**src/rtl/thor2023_ifetch_queue_pkg.sv**
```systemverilog
// Shared types for the instruction fetch queue.
package thor2023_ifetch_queue_pkg;
  typedef logic [31:0] address_t;

  typedef struct packed {
    address_t    pc;
    logic [39:0] insn;
  } ifq_entry_t;

  localparam int INSN_BYTES = 5;
endpackage

```
**src/rtl/thor2023_ifq_fifo.sv**
```systemverilog
// Circular buffer of fetched instructions: FETCH_W writes per cycle, one read, synchronous clear.
module thor2023_ifq_fifo
  import thor2023_ifetch_queue_pkg::*;
#(
  parameter int DEPTH   = 8,
  parameter int FETCH_W = 2,
  parameter int AW      = $clog2(DEPTH)
) (
  input  logic                      clk,
  input  logic                      rst,
  input  logic                      clr,
  input  logic                      wr_en,
  input  ifq_entry_t [FETCH_W-1:0]  wr_data,
  input  logic                      rd_en,
  output ifq_entry_t                head,
  output logic [AW:0]               cnt
);
  ifq_entry_t [DEPTH-1:0] mem;
  logic [AW-1:0]          rp, wp;
  logic                   pop;

  assign pop  = rd_en & (cnt != '0);
  assign head = mem[rp];

  // Storage is reset so the head outputs read zero out of reset.
  always_ff @(posedge clk or posedge rst) begin
    if (rst) begin
      mem <= '0;
      rp  <= '0;
      wp  <= '0;
      cnt <= '0;
    end else if (clr) begin
      rp  <= '0;
      wp  <= '0;
      cnt <= '0;
    end else begin
      if (wr_en) begin
        for (int k = 0; k < FETCH_W; k++)
          mem[wp + AW'(k)] <= wr_data[k];
        wp <= wp + AW'(FETCH_W);
      end
      if (pop) rp <= rp + 1'b1;
      cnt <= cnt + (wr_en ? (AW+1)'(FETCH_W) : '0) - (AW+1)'(pop);
    end
  end
endmodule

```
**src/rtl/thor2023_ifetch_queue.sv**
```systemverilog
// Instruction fetch queue between the I$ port and decode.
// Optional perf counters enabled by defining IFQ_PERF_EN.
module thor2023_ifetch_queue
  import thor2023_ifetch_queue_pkg::*;
#(
  parameter int       LINE_W  = 512,
  parameter int       FETCH_W = 2,
  parameter int       DEPTH   = 8,
  parameter address_t RSTPC   = 32'hFFFD0000
) (
  input  logic              clk,
  input  logic              rst,
  output address_t          ip_o,
  output logic              stall_o,
  input  logic              ihit_i,
  input  address_t          ip_i,
  input  logic [LINE_W-1:0] line_lo_i,
  input  logic [LINE_W-1:0] line_hi_i,
  input  logic              flush_i,
  input  address_t          flush_pc_i,
  output logic              ifq_v_o,
  output logic [39:0]       ifq_insn_o,
  output address_t          ifq_pc_o,
  input  logic              ifq_rd_i,
  output logic [31:0]       perf_hit_o,
  output logic [31:0]       perf_stl_o
);
  localparam int AW    = $clog2(DEPTH);
  localparam int OFFW  = $clog2(LINE_W/8);
  localparam int EXT_W = FETCH_W*40;

  logic [AW:0]              cnt;
  logic                     accept;
  logic [OFFW-1:0]          off;
  logic [EXT_W-1:0]         win;
  ifq_entry_t [FETCH_W-1:0] wr_data;
  ifq_entry_t               head;

  assign stall_o = ((AW+1)'(DEPTH) - cnt) < (AW+1)'(FETCH_W);
  assign accept  = ihit_i & (ip_i == ip_o) & ~stall_o & ~flush_i;

  // Window starts at the hit's byte offset; may run into the next line.
  assign off = ip_i[OFFW-1:0];
  assign win = EXT_W'({line_hi_i, line_lo_i} >> {off, 3'b000});

  for (genvar k = 0; k < FETCH_W; k++) begin : g_ext
    assign wr_data[k].insn = win[40*k +: 40];
    assign wr_data[k].pc   = ip_i + 32'(INSN_BYTES*k);
  end

  thor2023_ifq_fifo #(.DEPTH(DEPTH), .FETCH_W(FETCH_W)) u_fifo (
    .clk     (clk),
    .rst     (rst),
    .clr     (flush_i),
    .wr_en   (accept),
    .wr_data (wr_data),
    .rd_en   (ifq_rd_i),
    .head    (head),
    .cnt     (cnt)
  );

  assign ifq_v_o    = cnt != '0;
  assign ifq_insn_o = head.insn;
  assign ifq_pc_o   = head.pc;

  always_ff @(posedge clk or posedge rst) begin
    if (rst)          ip_o <= RSTPC;
    else if (flush_i) ip_o <= flush_pc_i;
    else if (accept)  ip_o <= ip_o + 32'(INSN_BYTES*FETCH_W);
  end

`ifdef IFQ_PERF_EN
  always_ff @(posedge clk or posedge rst) begin
    if (rst) begin
      perf_hit_o <= '0;
      perf_stl_o <= '0;
    end else begin
      if (accept)  perf_hit_o <= perf_hit_o + 1'b1;
      if (stall_o) perf_stl_o <= perf_stl_o + 1'b1;
    end
  end
`else
  assign perf_hit_o = 32'd0;
  assign perf_stl_o = 32'd0;
`endif
endmodule
```
**config.mk**
```make
export PLATFORM = sky130hd
export DESIGN_NAME = thor2023_ifetch_queue
export DESIGN_NICKNAME = d
export VERILOG_FILES = /design/src/rtl/thor2023_ifetch_queue_pkg.sv /design/src/rtl/thor2023_ifq_fifo.sv /design/src/rtl/thor2023_ifetch_queue.sv
export SDC_FILE = /design/constraint.sdc
export NUM_CORES = 2
export LEC_CHECK = 0
export ABC_AREA = 1
export BUFFER_PORTS_ARGS = -buffer_cell sky130_fd_sc_hd__buf_2
export CELL_PAD_IN_SITES_DETAIL_PLACEMENT = 0
export CELL_PAD_IN_SITES_GLOBAL_PLACEMENT = 1
export CORE_AREA = 2 2 495 497
export CTS_BUF_LIST = sky130_fd_sc_hd__clkbuf_4 sky130_fd_sc_hd__clkbuf_8
export CTS_CLUSTER_DIAMETER = 120
export CTS_CLUSTER_SIZE = 20
export DETAILED_ROUTE_END_ITERATION = 8
export DIE_AREA = 0 0 497 499
export GPL_ROUTABILITY_DRIVEN = 1
export HOLD_SLACK_MARGIN = 0.02
export PLACE_DENSITY = 0.51
export SYNTH_ARGS = -nofsm -noshare
export SYNTH_HDL_FRONTEND = slang
export SYNTH_SLANG_ARGS = --single-unit
```
**constraint.sdc**
```tcl
create_clock -name clk -period 25.1 [get_ports clk]
set_input_delay 0 -clock clk [delete_from_list [all_inputs] [get_ports clk]]
set_output_delay 0 -clock clk [all_outputs]
set_load 0.02 [all_outputs]
```
Word-level counts from Yosys, hierarchy flattened
Cells that the tools add are included.
{ "word_totals": {"regBits": 618, "input_bits": 1093, "out_inout_bits": 170, "wordCells": 64} }
{ "classes": {"n_addsub": 8, "magnitude_cmp": 6, "n_eq_ne": 1, "shift": 1, "muxes": 16, "bitwise": 6, "reduce_logical": 6} }
{ "ops": {"columns": ["cell", "n"], "rows": [
  ["bitwise mux 576 bit", 2],
  [">> shifter 1024 x 9 -> 80 bit", 1],
  ["demux 72 bit (select 3 bit)", 2],
  ["binary-select mux 72 bit (select 3 bit)", 1],
  ["2-to-1 mux 72 bit", 3],
  ["2-to-1 mux 32 bit", 2],
  ["adder 32 x 3 -> 32 bit, second input constant", 1],
  ["adder 32 x 4 -> 32 bit, second input constant", 1],
  ["== test 32 bit", 1],
  ["< comparator 3 x 4 -> 1 bit, second input constant", 3],
  ["2-to-1 mux 3 bit", 4],
  ["adder 3 x 1 -> 3 bit, second input constant", 2],
  ["greater-or-equal comparator 3 x 1 -> 1 bit, second input constant", 2],
  ["adder 4 bit", 1],
  ["AND 1 bit", 4],
  ["< comparator 4 x 2 -> 1 bit, second input constant", 1],
  ["2-to-1 mux 4 bit", 1],
  ["nonzero test 2 bit", 2],
  ["nonzero test 4 bit", 1],
  ["subtractor 4 x 1 -> 4 bit", 1],
  ["subtractor 4 bit, first input constant", 1],
  ["adder 3 x 2 -> 3 bit, second input constant", 1],
  ["logical AND 1 bit", 2],
  ["2-to-1 mux 2 bit", 1],
  ["2 further kinds", 3]
]} }

Depth between registers and ports, before layout
{ "logic_depth": {"depth_word": 9, "depth_mapped": 17, "mapped_depth_nobuf": 16} }

Modules after synthesis
From an unflattened synthesis, not the netlist that was laid out.
{ "unflattened": {"hier_cells": 10283, "area_unflattened_um2": 59143.0} }
{ "modules_own_cells": {"columns": ["mod", "instances", "cells_each", "area_per_inst_um2", "seq_area_each_um2"], "rows": [
  ["thor2023_ifetch_queue", 1, 6407, 29896.2, 819.5],
  ["thor2023_ifq_fifo", 1, 3876, 29246.8, 14639.0]
]} }

Worst setup path before layout
No wires, ideal clock.
{ "synth_timing": {"path_kind": "register to register", "start": "register ip_o[22]", "end": "register u_fifo.cnt[3]", "setup_ns": 0.123, "t_arrival_ns": 2.555, "t_required_ns": 24.977, "setup_slack_ns": 22.422, "stages_incl_launch_ff": 15, "path_buffers": 1, "period_less_slack_ns": 2.678, "path_cell_list": "dfstp_2 -> clkbuf_1 -> xnor2_1 -> nand2_1 -> nor2_1 -> nand2_1 -> nor2_2 -> nand3_1 -> ha_1 -> inv_1 -> ha_1 -> inv_1 -> fa_1 -> o21ai_0 -> a21oi_1"} }
{ "synth_between": {"elab_chain_len": 8} }
{ "synth_rtl": {"columns": ["element", "line_no", "rtl"], "rows": [
  ["from (decl)", "thor2023_ifetch_queue.sv:13", "output address_t ip_o,"],
  ["from (signal assigned)", "thor2023_ifetch_queue.sv:68", "else if (flush_i) ip_o <= flush_pc_i;"],
  ["from (signal assigned)", "thor2023_ifetch_queue.sv:69", "else if (accept) ip_o <= ip_o + 32'(INSN_BYTES*FETCH_W);"],
  ["== test 32 bit", "thor2023_ifetch_queue.sv:40", "assign accept = ihit_i & (ip_i == ip_o) & ~stall_o & ~flush_i;"],
  ["AND 1 bit (3 in series)", "thor2023_ifetch_queue.sv:40", null],
  ["2-to-1 mux 2 bit", "thor2023_ifq_fifo.sv:43", "cnt <= cnt + (wr_en ? (AW+1)'(FETCH_W) : '0) - (AW+1)'(pop);"],
  ["adder 4 bit", "thor2023_ifq_fifo.sv:43", null],
  ["subtractor 4 x 1 -> 4 bit", "thor2023_ifq_fifo.sv:43", null],
  ["2-to-1 mux 4 bit", "thor2023_ifq_fifo.sv:32", "end else if (clr) begin"],
  ["to (signal assigned)", "thor2023_ifq_fifo.sv:43", null],
  ["to (decl)", "thor2023_ifq_fifo.sv:16", "output logic [AW:0] cnt"]
]} }
Every way passes these cells.
A chain may end at the register's enable or synchronous reset.

Worst setup path in the final report
{ "layout_timing": {"start": "input ip_i[1]", "end": "register u_fifo.mem[254] (netlist name)"} }
{ "layout_between": {"elab_chain_len": 5, "word_cells_on_any_way": 8, "cone_classes": "eq/ne: 1; shift: 1; mux: 2; bitwise: 3; reduce/logical: 1"} }
{ "layout_rtl": {"columns": ["element", "line_no", "rtl"], "rows": [
  ["from (decl)", "thor2023_ifetch_queue.sv:16", "input address_t ip_i,"],
  ["parallel branches: the longest is 5 deep, another holds >> shifter 1024 x 9 -> 80 bit", null, null],
  ["to (signal, indexed assignment)", "thor2023_ifq_fifo.sv:39", "mem[wp + AW'(k)] <= wr_data[k];"],
  ["to (decl)", "thor2023_ifq_fifo.sv:18", "ifq_entry_t [DEPTH-1:0] mem;"]
]} }
Several ways; the timed one is not identified.

==> metrics.md <==
| Metric | Value |
|---|---|
| CP startpoint kind | `primary input` |
| First-pass GRT wire length | `513 mm` |
| PwrDens | `approximately 50 mW/mm^2` |
| Post-Route WL | `about 370 mm` |
| Total vias in the final route | `69700` |
| Root Buffer | `clkbuf_8` |
| Data arrival, critical path | `6.61 ns` |
| Endpoint class of the critical path | `register` |
| Placed instance count | `around 13000` |
| FP Rows | `181` |
| Slew Viols, Final | `0` |
| Horiz. Die Dim | `around 500 um` |
| Setup bufs post-CTS | `0` |
| Post-DRT Antenna Nets | `2` |
| CTS Buffer Depth | `3` |
| WP depth | `17` |
| Syn-to-layout area delta | `13.9%` |
| R2R setup slack | `21.07 ns` |
| PostCTS Resize Cnt | `0` |
| Initial Util | `between 20% and 30%` |
| Req. time, crit path | `25.69 ns` |
| Worst-path cell chain | `dlygate4sd3_1, buf_8, inv_8, buf_4, buf_12, buf_4, buf_4, buf_4, nand3_1, nand3_1, nand3_1, nand3_1, nand3_1, nand2_1, nand2_1, nand2_1, nand2_1` |
| Fin area | `0.0624 mm^2` |
| Final GP Congestion | `approximately 1.4` |
| #FFs+latches synth | `around 620` |
| Hold path depth | `4` |
| Most frequent cell on the critical path | `nand3_1` |
| Worst rel slew slack | `about 25%` |
| Max Cap Viol | `0` |
| Post-DP Area | `a little over 0.06 mm^2` |
| # clock sinks | `approximately 600` |
| CTS H-tree lvls | `2` |
| Ys Warns | `0` |
| Synth Cell Area | `0.0547 mm^2` |
| Die Ht | `roughly 500 um` |
| Hold Worst Slack | `around 0.048 ns` |
| WS Path Type | `primary input to register` |
| Worst-margin pin slew | `1.12 ns` |
| Global Route Usage Sum | `between 20% and 30%` |
| Status | `finished with violations` |
| RSZ-0062 raised after global routing | `false` |
| Share of layout cells above drive strength 1 | `9.86%` |
| CP max-delay cell | `buf_4` |
| Hold Buf Count CTS | `between 100 and 150` |
| Hpwl dp | `around 280 mm` |
| Synth cell types | `37` |
| Max stage delay on crit path | `just under 0.8 ns` |
| Avg Cell Area, Syn | `5.68 um^2` |
| Post-synthesis sequential area ratio | `between 20 and 30%` |
| Top FF cell, synth | `dfrtp_1` |
| Cells on worst reg2reg path | `13` |
| Leakage power | `roughly 32 nW` |
| # setup viols final | `0` |
| Final period utilization | `between 20% and 30%` |
| Worst-path fanout max | `154` |
| Fin cells | `13200` |
| Hold crit path type | `primary input to register` |
| Buf/Inv on CP | `8` |
| Worst vdd rail ir drop | `0.0000547 V` |
| Vias in the first global route | `approximately 65000` |
| Synth Instances | `9634` |
| Fin Clk Skew | `~0.034 ns` |
| Core Footprint | `between 0.2 and 0.25 mm^2` |
| Iter 0 DRT Violations | `between 7000 and 8000` |
| Failing checks | `antenna violations` |
| Vias/cell | `between 5 and 6` |
| Die Area | `between 0.2 and 0.25 mm^2` |
| Drt pass-1 iters | `6` |
| Ports | `~1300` |
| Antenna violations before repair | `roughly 160` |
| Setup TNS | `0 ns` |
| Buffers on Ports | `between 700 and 800` |
| Period minus WS final | `between 6 and 7 ns` |
| CP top delay family | `buffers and inverters` |
| Wirelength per Cell | `~28 um` |
| Fraction of registers with async set/reset | `between 90% and 100%` |
| Clk slew on worst S/H paths | `0.14 ns` |
| Inserted Clock Buffers | `38` |
| EDFF count, synth | `0` |
| Hold Vio Cnt, Final | `0` |
| Total congestion overflow | `0` |
| Fin nets | `approximately 11000` |
| Drt drc | `0` |
| CTS tree | `yes` |
| FMAX | `around 170 MHz` |
| Largest net degree at the start of global routing | `approximately 170` |
| Clk_lat worst skew | `slightly below 0.7 ns` |
==> through the flow <==
step           total power (W)  utilization, %  setup WS, ns
2_1_floorplan          0.00190               -          7.85
3_3_place_gp           0.00257            24.9         19.17
3_5_place_dp           0.00257            24.9         19.18
4_1_cts                0.00312            25.6         19.36
5_1_grt                0.00328            25.6         18.97
6_report               0.00310            25.7         19.08
==> tightest hold or removal path, delay by kind of cell <==
kind | cells | cell delay [ns]
AND/OR/NAND/NOR | 2 | 0.25
buffers and inverters | 2 | 0.37
==> placed cells by master, fill, tap and decap left out, drive strengths merged <==
| cell | instances |
|---|---|
| o21a | 2 |
| diode | 99 |
| xnor2 | 8 |
| xor2 | 47 |
| nor3 | 39 |
| and2 | 4 |
| a21o | 7 |
| dfstp | 15 |
| a21oi | 82 |
| o22ai | 61 |
| clkinv | 6 |
| inv | 301 |
| buf | 854 |
| nand3 | 2211 |
| bufinv | 1 |
| o21bai | 3 |
| nand3b | 38 |
| clkbuf | 44 |
| a31oi | 72 |
| conb | 64 |
| nand4 | 25 |
| or2 | 10 |
| nand2 | 3897 |
| ha | 15 |
| fa | 1 |
| nor3b | 2 |
| o211ai | 43 |
| a21boi | 1 |
| and3 | 11 |
| dfrtp | 602 |
| dlygate4sd3 | 106 |
| o21ai | 641 |
| nor2 | 719 |
==> worst paths after layout <==
kind,startpoint,end
worst max-delay path,ip_i[1],u_fifo.mem[254]
worst min-delay path,ip_i[5],u_fifo.mem[189]
worst max register to register,ip_o[26],u_fifo.mem[526]
worst min register to register,u_fifo.mem[275],u_fifo.mem[275]
max in group asynchronous,rst,u_fifo.mem[274]
min in group asynchronous,rst,u_fifo.mem[28]
==> report_power, final <==
| part | leakage, nW | switching [W] | internal [W] | total [W] |
|---|---|---|---|---|
| combinational | 23.3 | 0.00114 | 0.000392 | 0.00153 |
| sequential | 8.29 | 0.0000362 | 0.00101 | 0.00104 |
| clock | 0.351 | 0.000359 | 0.000167 | 0.000527 |
| total | 31.9 | 0.00153 | 0.00156 | 0.00310 |
==> layer usage <==
| metal | up-vias | wire, um | GRT usage (%) |
|---|---|---|---|
| met4 | 54 | 20100 | 13.3 |
| li1 | 32100 | - | - |
| met3 | 530 | 29700 | 6.02 |
| met2 | 2967 | 153000 | 42.0 |
| met5 | - | 874 | 0 |
| met1 | 34100 | 169000 | 40.2 |
==> cells in the mapped netlist (7+ instances only) <==
master,number,share of area [%]
a21o_1,7,0.096
a21oi_1,82,0.75
a31oi_1,72,0.82
and3_1,11,0.13
buf_1,74,0.51
buf_2,160,1.5
buf_4,69,0.95
clkbuf_1,472,3.2
dfrtp_1,602,28
dfstp_2,15,0.72
ha_1,15,0.34
inv_1,273,1.9
inv_2,26,0.18
nand2_1,3897,27
nand3_1,2211,20
nand3b_1,38,0.52
nand4_1,25,0.29
nor2_1,714,4.9
nor3_1,39,0.36
o211ai_1,43,0.59
o21ai_0,628,5.7
o21ai_1,13,0.12
o22ai_1,61,0.70
or2_2,10,0.11
xnor2_1,8,0.13
xor2_1,47,0.75
==> state kept, by name (all words and copies together), names as in the netlist <==
signal / cells
u_fifo.wp: 2
ip_o: 32
u_fifo.mem: 576
u_fifo.cnt: 4
u_fifo.rp: 3
==> kinds of logic (layout without fill, tap and decap cells) <==
logic type | Yosys count | after routing | share of synthesized area, %
AND/OR/NAND/NOR | 6956 | 6956 | 53.4
other | 1 | 163 | 0.00685
flip-flops | 617 | 617 | 28.2
XOR/XNOR | 55 | 55 | 0.880
adder cells (fa/ha/maj) | 16 | 16 | 0.379
buffers and inverters | 1077 | 1312 | 8.22
AO/OA/AOI/OAI | 912 | 912 | 8.90
==> cell type report <==
type,count,area [um^2]
well taps,3202,4010
inverters,302,1190
multi-input cells,8003,35100
flip-flops and latches,617,15500
diodes,99,248
repair buffers,960,5710
clock buffers,44,581
fillers,28400,180000
clock inverters,6,96.3
Power figures use the tool's default switching activity.
